### config.mk
export PLATFORM = sky130hd
export DESIGN_NAME = matmul_output_buffer
export DESIGN_NICKNAME = d
export VERILOG_FILES = /design/src/rtl/matmul_output_buffer.sv
export SDC_FILE = /design/constraint.sdc
export NUM_CORES = 1
export LEC_CHECK = 0
export ABC_AREA = 0
export BUFFER_PORTS_ARGS = -buffer_cell sky130_fd_sc_hd__buf_2
export CAP_MARGIN = 5
export CORE_MARGIN = 8
export CORE_UTILIZATION = 55
export DETAILED_ROUTE_END_ITERATION = 6
export GPL_ROUTABILITY_DRIVEN = 0
export PLACE_DENSITY_LB_ADDON = 0.2
export SYNTH_ARGS = -nofsm -noshare
export SYNTH_HDL_FRONTEND = slang
export SYNTH_SLANG_ARGS = --single-unit
### constraint.sdc
create_clock -name clk -period 4.15 [get_ports clk]
set_input_delay 0.83 -clock clk [delete_from_list [all_inputs] [get_ports clk]]
set_output_delay 0.83 -clock clk [all_outputs]
set_load 0.03 [all_outputs]
### src/rtl/matmul_output_buffer.sv
// Captures the systolic C stream, adds per-column bias with saturation, and
// re-emits it row-major over valid/ready. Optional clamp: MATMUL_OUT_RELU_EN.
module matmul_output_buffer #(
    parameter int DATA_WIDTH = 16,
    parameter int FRAC_WIDTH = 8,
    parameter int M          = 4,
    parameter int N          = 2
) (
    input  logic                  clk,
    input  logic                  rst_n,
    input  logic                  start,
    input  logic [DATA_WIDTH-1:0] c_data,
    input  logic [$clog2(M)-1:0]  c_row,
    input  logic [$clog2(N)-1:0]  c_col,
    input  logic                  c_valid,
    input  logic                  c_done,
    input  logic [DATA_WIDTH-1:0] bias_data,
    input  logic [$clog2(N)-1:0]  bias_col,
    input  logic                  bias_valid,
    output logic [DATA_WIDTH-1:0] out_data,
    output logic [$clog2(M)-1:0]  out_row,
    output logic [$clog2(N)-1:0]  out_col,
    output logic                  out_valid,
    input  logic                  out_ready,
    output logic                  out_last,
    output logic                  busy,
    output logic                  err
);
    localparam int DW = DATA_WIDTH;
    localparam int RW = $clog2(M);
    localparam int CW = $clog2(N);
    localparam logic [RW-1:0] LAST_ROW = RW'(M - 1);
    localparam logic [CW-1:0] LAST_COL = CW'(N - 1);

    if (FRAC_WIDTH >= DATA_WIDTH) begin : g_bad_frac
        $error("FRAC_WIDTH must be below DATA_WIDTH");
    end

    typedef enum logic [1:0] {IDLE, COLLECT, DRAIN} state_t;
    state_t state_q, state_d;

    logic [DW-1:0]       mem_q  [M][N];
    logic [DW-1:0]       bias_q [N];
    logic [M-1:0][N-1:0] mask_q, mask_d;

    logic          c_in_range, b_in_range;
    logic          wr_en, bias_wr, accept;
    logic          first_ld, next_ld, err_set;
    logic [RW-1:0] ld_row;
    logic [CW-1:0] ld_col;
    logic [DW-1:0] ld_c, ld_b, sat, res;
    logic [DW:0]   sum;

    assign busy = (state_q != IDLE);

    always_comb begin
        c_in_range = (int'(c_row) < M) && (int'(c_col) < N);
        b_in_range = int'(bias_col) < N;
        wr_en      = !start && state_q == COLLECT && c_valid
                     && c_in_range;
        bias_wr    = bias_valid && state_q != DRAIN && b_in_range;
        accept     = out_valid && out_ready;
        first_ld   = !start && state_q == COLLECT && c_done;
        next_ld    = !start && state_q == DRAIN && accept
                     && !out_last;
    end

    always_comb begin
        mask_d = mask_q;
        if (wr_en) begin
            mask_d[c_row][c_col] = 1'b1;
        end
    end

    always_comb begin
        err_set = 1'b0;
        case (state_q)
            COLLECT: begin
                if (c_valid && !c_in_range) begin
                    err_set = 1'b1;
                end
                if (c_valid && c_in_range && mask_q[c_row][c_col]) begin
                    err_set = 1'b1;
                end
                if (c_done && !(&mask_d)) begin
                    err_set = 1'b1;
                end
            end
            default: begin
                if (c_valid || c_done) begin
                    err_set = 1'b1;
                end
                if (state_q == DRAIN && bias_valid) begin
                    err_set = 1'b1;
                end
            end
        endcase
    end

    // Element to load next; the first load bypasses same-cycle writes
    always_comb begin
        if (state_q == COLLECT) begin
            ld_row = '0;
            ld_col = '0;
        end else if (out_col == LAST_COL) begin
            ld_row = out_row + 1'b1;
            ld_col = '0;
        end else begin
            ld_row = out_row;
            ld_col = out_col + 1'b1;
        end
        ld_c = mem_q[ld_row][ld_col];
        if (wr_en && c_row == ld_row && c_col == ld_col) begin
            ld_c = c_data;
        end
        ld_b = bias_q[ld_col];
        if (bias_wr && bias_col == ld_col) begin
            ld_b = bias_data;
        end
    end

    always_comb begin
        sum = {ld_c[DW-1], ld_c} + {ld_b[DW-1], ld_b};
        if (sum[DW] != sum[DW-1]) begin
            sat = sum[DW] ? {1'b1, {(DW-1){1'b0}}}
                          : {1'b0, {(DW-1){1'b1}}};
        end else begin
            sat = sum[DW-1:0];
        end
`ifdef MATMUL_OUT_RELU_EN
        res = sat[DW-1] ? '0 : sat;
`else
        res = sat;
`endif
    end

    always_comb begin
        state_d = state_q;
        if (start) begin
            state_d = COLLECT;
        end else begin
            case (state_q)
                IDLE:    state_d = IDLE;
                COLLECT: if (c_done) state_d = DRAIN;
                DRAIN:   if (accept && out_last) state_d = IDLE;
                default: state_d = IDLE;
            endcase
        end
    end

    always_ff @(posedge clk or negedge rst_n) begin
        if (!rst_n) begin
            state_q <= IDLE;
        end else begin
            state_q <= state_d;
        end
    end

    always_ff @(posedge clk or negedge rst_n) begin
        if (!rst_n) begin
            for (int r = 0; r < M; r++) begin
                for (int c = 0; c < N; c++) begin
                    mem_q[r][c] <= '0;
                end
            end
            for (int c = 0; c < N; c++) begin
                bias_q[c] <= '0;
            end
            mask_q <= '0;
        end else begin
            if (wr_en) begin
                mem_q[c_row][c_col] <= c_data;
            end
            if (bias_wr) begin
                bias_q[bias_col] <= bias_data;
            end
            mask_q <= start ? '0 : mask_d;
        end
    end

    always_ff @(posedge clk or negedge rst_n) begin
        if (!rst_n) begin
            out_data  <= '0;
            out_row   <= '0;
            out_col   <= '0;
            out_valid <= 1'b0;
            out_last  <= 1'b0;
        end else if (start) begin
            out_valid <= 1'b0;
            out_last  <= 1'b0;
        end else if (first_ld || next_ld) begin
            out_data  <= res;
            out_row   <= ld_row;
            out_col   <= ld_col;
            out_valid <= 1'b1;
            out_last  <= (ld_row == LAST_ROW) && (ld_col == LAST_COL);
        end else if (state_q == DRAIN && accept) begin
            out_valid <= 1'b0;
            out_last  <= 1'b0;
        end
    end

    always_ff @(posedge clk or negedge rst_n) begin
        if (!rst_n) begin
            err <= 1'b0;
        end else if (start) begin
            err <= 1'b0;
        end else if (err_set) begin
            err <= 1'b1;
        end
    end

endmodule

==> results of run 1 <==
==> final cells by class <==
| class | count | area (um^2) | area share [%] |
|---|---|---|---|
| timing repair buffer | 140 | 1020 | 8.89 |
| sequential | 192 | 4800 | 41.8 |
| multi-input combinational | 722 | 4770 | 41.4 |
| tap | 225 | 282 | 2.45 |
| antenna | 1 | 2.50 | 0.0218 |
| clock buffer | 22 | 474 | 4.12 |
| clock inverter | 10 | 104 | 0.903 |
| inverter | 13 | 48.8 | 0.424 |
==> critical path, cell delays in order (launching register included) <==
cell and delay (ns):
dfrtp_1 0.39, buf_4 0.16, nand2_1 0.09, xnor2_2 0.19, nand2_2 0.11, buf_12 0.19, and3_1 0.17, a311oi_1 0.25
a31oi_1 0.11, o21ai_1 0.20, ha_2 0.22, inv_1 0.06, fa_1 0.42, nor2b_2 0.16, o2111ai_1 0.16, a21oi_2 0.19
buf_4 0.13, o21ai_0 0.10, mux2i_1 0.14, o221a_2 0.14, a221oi_1 0.25
==> flip-flops by register name, indices dropped and copies added (netlist names) <==
name,flops
mem_q,128
bias_q,32
out_data,16
mask_q,8
out_row,2
state_q,2
err,1
out_col,1
out_last,1
out_valid,1
==> power by group through the flow <==
stage / registers, mW / clock network (mW) / logic [mW]
finish: 2.50 / 1.60 / 2.93
global route: 2.55 / 1.70 / 3.21
CTS: 2.49 / 1.62 / 2.84
detailed placement: 2.52 / 0 / 2.83
global placement: 2.51 / 0 / 2.78
floorplan: 2.64 / 0 / 1.68
==> synth_stat cells (2+ instances only) <==
master | number | share of area (%)
a221oi_1 | 2 | 0.18
mux2_2 | 145 | 17
a211oi_1 | 3 | 0.23
nor2b_1 | 4 | 0.26
o21ai_0 | 43 | 2.2
a21o_1 | 5 | 0.38
xnor2_1 | 7 | 0.63
clkbuf_1 | 47 | 1.8
nor3_1 | 4 | 0.20
and2_0 | 2 | 0.13
o41a_1 | 2 | 0.23
a311oi_1 | 16 | 1.4
a31oi_1 | 33 | 2.1
a21oi_1 | 22 | 1.1
nor2_1 | 50 | 1.9
ha_1 | 16 | 2.0
o31ai_1 | 2 | 0.15
inv_1 | 13 | 0.50
nand4_1 | 2 | 0.13
xor2_1 | 5 | 0.45
or3_1 | 2 | 0.13
and2_1 | 3 | 0.19
buf_4 | 4 | 0.31
dfrtp_1 | 192 | 49
and3_1 | 19 | 1.2
nand2_1 | 243 | 9.3
o21bai_1 | 2 | 0.15
o21a_1 | 4 | 0.31
nand2b_1 | 5 | 0.32
nor3b_1 | 2 | 0.15
a2111oi_0 | 2 | 0.18
nand3_1 | 44 | 2.2
mux4_2 | 2 | 0.46
o31a_1 | 3 | 0.27
nand3b_1 | 2 | 0.15
or2_2 | 3 | 0.19
buf_2 | 5 | 0.26
==> layer usage <==
metal	vias up	part of all wire (%)	global-route usage, %
met5	-	0	0
met4	0	1.2	6.36
met3	26	4.4	3.53
met2	189	49	36.4
met1	3857	46	29.2
li1	3658	-	-
==> per-stage QoR <==
stage | instances | setup slack [ns]
4_1_cts | 1318 | 0.0151
3_5_place_dp | 1286 | 0.0234
5_1_grt | 1324 | -0.0440
2_1_floorplan | 984 | 0.00131
3_3_place_gp | 1286 | 0.0135
6_report | 1325 | 0.211
==> kinds of logic (layout without fill, tap and decap cells) <==
family / Yosys count / after routing / synth area share (%)
AO/OA/AOI/OAI: 151 / 151 / 10.0
XOR/XNOR: 12 / 12 / 1.07
adder cells (fa/ha/maj): 17 / 17 / 2.25
buffers and inverters: 70 / 185 / 2.90
flip-flops: 192 / 192 / 49.1
multiplexers: 148 / 148 / 17.2
other: 0 / 1 / 0
AND/OR/NAND/NOR: 394 / 394 / 17.4
==> what timing repair did <==
item | 4_1_cts | 5_1_grt
setup buffers | 0 | 6
hold endpoints to repair | 0 | 0
resized for setup | 0 | 18
endpoints found under the setup margin | 0 | 16
==> worst max path at each step <==
| stage | slack [ns] | cells after the start | to |
|---|---|---|---|
| 6_report | 0.21 | 20 | out_data[14] |
| 5_1_grt | -0.04 | 20 | out_data[6] |
| 4_1_cts | 0.02 | 18 | out_data[14] |
| 3_5_place_dp | 0.02 | 18 | out_data[3] |
| 3_3_place_gp | 0.01 | 15 | out_data[13] |
| 2_1_floorplan | 0.001 | 18 | out_data[10] |
==> impl_metrics.ini, run 1 <==
[run_status]
run_status = completed

[timing]
max_freq_mhz = 254
tightest_slew_ns = 0.983
period_minus_slack_ns = 3.94
finalCritPeriodShare_pct = 94.9
hold_viol_final = 0
tns_ns = 0
maxSlewHeadroom_pct = 34.3
report.final.slew_viol_count = 0
skew_ns = 0.00862
hold_ws_ns = 0.475
setup_viol = 0

[power]
power.leakage_nw = 5.39
switching_share_pct = 36.0
totalPowerFinal_mw = 7.03
pwr-share-comb_pct = 41.7
ir_worst_vdd_mv = 0.358
p_per_area_mw_per_mm2 = 611
p_seq_share_pct = 35.5
p_sw_mw = 2.53
internal_power_mw = 4.50
power_frac_clock_pct = 22.8

[cells_and_area]
final_nets = 1146
stdcell_area_mm2 = 0.0115
synthToLayoutAreaGrowth_pct = 17.5
layout_common_cells = nand2_1 (241), dfrtp_1 (192), mux2_2 (145), buf_2 (64), buf_4 (64)
drive_gt1_share_pct = 30.9
fin_util_pct = 66.3
layout_commonest_cell = nand2_1
fillCellCount = 1376

[placement]
io_buffers = 65
dp_hpwl_um = 15900
placed_cell_area_mm2 = 0.0108

[setup_path]
r2r_start = out_col
critical_path.startpoint = out_col
crit_required_ns = 4.48
critPathArrivalTime_ns = 4.27
r2r_slack_ns = 0.21
timing.rr.end = out_data[14]
worst_setup_path_start_kind = register
r2r_cells = 20
cp-end-kind = register
setup.worst_path.class = register to register
path_max_fanout = 37

[job]
drv_cap = 0

[drt]
vias = 7730
drcViolationCount = 0
ant_nets = 0
routed_via_density = 5.83
drt_iter0_markers = 533
routedWlPerCell_um = 18.2
drt_wl_total_um = 24100
dr.pass1.iters = 5

[min_path]
hold_class = register to register
min_from = mem_q[121]
hold_end = mem_q[121]
min_delay_path_depth = 2

[floorplan]
dieHeight_um = 149
io_pins = 66
num_rows = 48
dieArea_mm2 = 0.0223
initial_core_util_pct = 56.4
fp.dieW_um = 149
core_area_mm2 = 0.0174

[clocking]
cts-buffers-inserted = 17
clkSinkCount = 192
clk_pin_slew_ns = 0.07
cts_tree = done
clk_latency_ns = 0.43
cts_max_path_buffers = 2
ctsHoldBuffers = 0
cts-root-buf = clkbuf_16
cts.htree.levels = 4

[synthesis]
syn_inst = 984
synth_seq_cells = 192
synth-async-reset-ratio_pct = 100
syn_nets = 1044
ys_seq_area_share_pct = 49.1
synth-edff-count = 0
synth_cell_types = 61
syn_area_mm2 = 0.00979
yosys_warnings = 0
avgSynthCellArea_um2 = 9.95
ys.flop_type = dfrtp_1

[global_routing]
grt_pass1_wl_um = 39200
grt_usage_pct = 21.9
grt_pass1_vias = 7620
grt_max_degree = 100
antenna_found_initial = 0
overflow = 0
No activity file was read; power rests on OpenSTA's default activity.
==> run 2: changes to the inputs <==
Settings changed: ABC_AREA 0 to 1.
==> run 2 against run 1 <==
  * Power is 1.2% lower
  * Setup slack better by 0.33 ns
  * Sequential share of layout area is 2.0 points higher
  * Register-to-register slack better by 0.33 ns
  * Clock power is 6% lower
  * Fmax is 9.1% higher
  * Hold slack worse by 0.028 ns
  * Cell area is 4.6% lower
  * Critical path type unchanged
==> impl_metrics.ini, run 2 <==
[floorplan]
core_area_mm2 = 0.0179
fp.dieW_um = 151
initial_core_util_pct = 56.0
num_rows = 49
dieArea_mm2 = 0.0228
dieHeight_um = 151
io_pins = 66

[cells_and_area]
layout_commonest_cell = nand2_1
synthToLayoutAreaGrowth_pct = 9.51
drive_gt1_share_pct = 13.1
fillCellCount = 1591
layout_common_cells = nand2_1 (363), dfrtp_1 (192), o21ai_0 (146), inv_1 (108)
diodes = 0
top_register = mem_q
reg_top3 = mem_q x128, bias_q x32, out_data x16
largest_reg_flops = 128
final_nets = 1350

[global_routing]
grt_pass1_vias = 8125
grt_use_met3_pct = 3.85
grt_usage_pct = 23.4
grt_max_degree = 95
grtUsageMet2_pct = 35.4
grt.met1_usage_pct = 33.7
busiest_layer = met2
antenna_found_initial = 0
grt_pass1_wl_um = 42200
overflow = 0

[timing]
finalCritPeriodShare_pct = 87.0
maxSlewHeadroom_pct = 24.4
setup_viol = 0
report.final.slew_viol_count = 0
period_minus_slack_ns = 3.61
rsz0062_at_grt = no
hold_viol_final = 0
tightest_slew_ns = 1.13
max_freq_mhz = 277
skew_ns = 0.00597
fin_ws_ns = 0.539
tns_ns = 0

[synthesis]
ys_seq_area_share_pct = 47.9
synth-edff-count = 0
yosys.area.top_type = dfrtp_1
netlist.area_leader.share_pct = 47.9
synth_seq_cells = 192
synth_commonest_cells = nand2_1 (363), dfrtp_1 (192), o21ai_0 (146), inv_1 (108)
synth_cell_types = 48
yosys_warnings = 0
yosysMostFrequentCell = nand2_1
avgSynthCellArea_um2 = 8.01
ys.flop_type = dfrtp_1
syn_area_mm2 = 0.0100
syn_inst = 1252
yosys-top-cells-area = dfrtp_1 (48%), nand2_1 (14%), o21ai_0 (7.3%), inv_1 (4.0%), nand3_1 (3.7%)
syn_nets = 1312
synth-async-reset-ratio_pct = 100

[job]
drv_cap = 0

[setup_path]
path_max_fanout = 29
worst_setup_path_start_kind = register
crit_required_ns = 4.51
cp-end-kind = register
critPathArrivalTime_ns = 3.97
setup.worst_path.class = register to register

[min_path]
hold_class = input pin to asynchronous set/reset pin

[clocking]
clk_latency_ns = 0.43
cts_setup_buffers = 0
ctsHoldBuffers = 0
cts_tree = done
cts_max_path_buffers = 2
cts.htree.levels = 4
clk_pin_slew_ns = 0.07
cts_resized = 0
clkSinkCount = 192
cts-root-buf = clkbuf_16
cts-buffers-inserted = 17

[power]
power.leakage_nw = 5.45
p_per_area_mw_per_mm2 = 632
ir_worst_vdd_mv = 0.458

[drt]
routed_via_density = 5.54
drt_iter0_markers = 727
vias = 8487
drcViolationCount = 0
routedWlPerCell_um = 16.6
ant_nets = 0
dr.pass1.iters = 6
drt_wl_total_um = 25500

[placement]
pre_cts_slack_ns = 0.146
dp_hpwl_um = 17200
io_buffers = 65

[run_status]
run_status = completed
-- run 2: cell types whose count changed in the layout (fill, tap and decap cells not counted), moves of 44 or more --
cell     delta
mux2_2    -145
o21ai_0   +109
nand2_1   +122
inv_1      +95
o21ai_1    +44
buf_4      -51
-- run 2: cell families (layout without fill, tap and decap cells) --
family                     after synthesis  after routing  synth area share (%)
AOI/OAI and AO/OA                      299            299                  17.1
buffers and inverters                  186            236                  8.60
and+or+nand+nor                        547            547                  23.2
adders and majority gates               17             17                  2.20
xor gates and xnor gates                11             11                 0.961
DFF                                    192            192                  47.9
-- run 2: layout make-up --
| cell class | instances | area (um^2) | share of cell area (%) |
|---|---|---|---|
| multi-input cells | 874 | 4360 | 39.7 |
| repair buffers | 83 | 532 | 4.84 |
| well taps | 229 | 287 | 2.61 |
| clock buffers | 22 | 474 | 4.32 |
| inverters | 122 | 463 | 4.22 |
| clock inverters | 9 | 60.1 | 0.547 |
| flip-flops and latches | 192 | 4800 | 43.8 |
-- run 2: worst max-delay path, cell delays in order (launching register included) --
cell and delay (ns):
dfrtp_1 0.48, nand2_1 0.11, nor2_1 0.20, nor2_4 0.07, inv_2 0.24, buf_12 0.24, o21ai_0 0.11, o211ai_1 0.30
nand3_1 0.11, nand2_1 0.09, ha_1 0.29, nand2_1 0.14, inv_1 0.05, a21oi_1 0.15, nand2_1 0.11, nand2_1 0.11
nand2_1 0.07, nand2_1 0.08, nand2_1 0.07, nand2_2 0.20, nand3_1 0.14, a21oi_1 0.14
-- run 2: power breakdown --
part | internal, mW | leakage (nW) | total, mW | switching (mW)
Combinational | 0.983 | 2.79 | 2.94 | 1.95
Sequential | 2.29 | 2.41 | 2.50 | 0.207
Clock | 0.810 | 0.258 | 1.51 | 0.700
Total | 4.08 | 5.45 | 6.94 | 2.86
-- run 2: final timing paths --
| check | start | endpoint | slack, ns | cells past startpoint |
|---|---|---|---|---|
| worst max-delay path | out_col | out_data[13] | 0.54 | 21 |
| worst min-delay path | rst_n | mem_q[76] | 0.45 | 1 |
| worst max register to register | out_col | out_data[13] | 0.54 | 21 |
| worst min register to register | bias_q[1] | bias_q[1] | 0.48 | 2 |
| max in group asynchronous | rst_n | mem_q[15] | 2.81 | 2 |
| min in group clk | bias_q[1] | bias_q[1] | 0.48 | 2 |
-- run 2: metal layers --
layer / routed length (um) / up-vias
met2: 11400 / 291
met4: 505 / 0
met1: 12000 / 3998
li1: - / 4159
met5: 0 / -
met3: 1620 / 39
-- run 2: metrics by stage --
| step | total power, mW | util (%) | area [um^2] | cells | hold WS, ns |
|---|---|---|---|---|---|
| 2_1_floorplan | 4.71 | - | 10000 | 1252 | 0.446 |
| 3_3_place_gp | 5.36 | 58.2 | 10400 | 1499 | 0.460 |
| 3_5_place_dp | 5.42 | 58.2 | 10400 | 1499 | 0.467 |
| 4_1_cts | 6.95 | 61.2 | 11000 | 1530 | 0.484 |
| 5_1_grt | 7.44 | 61.3 | 11000 | 1531 | 0.501 |
| 6_report | 6.94 | 61.3 | 11000 | 1531 | 0.447 |
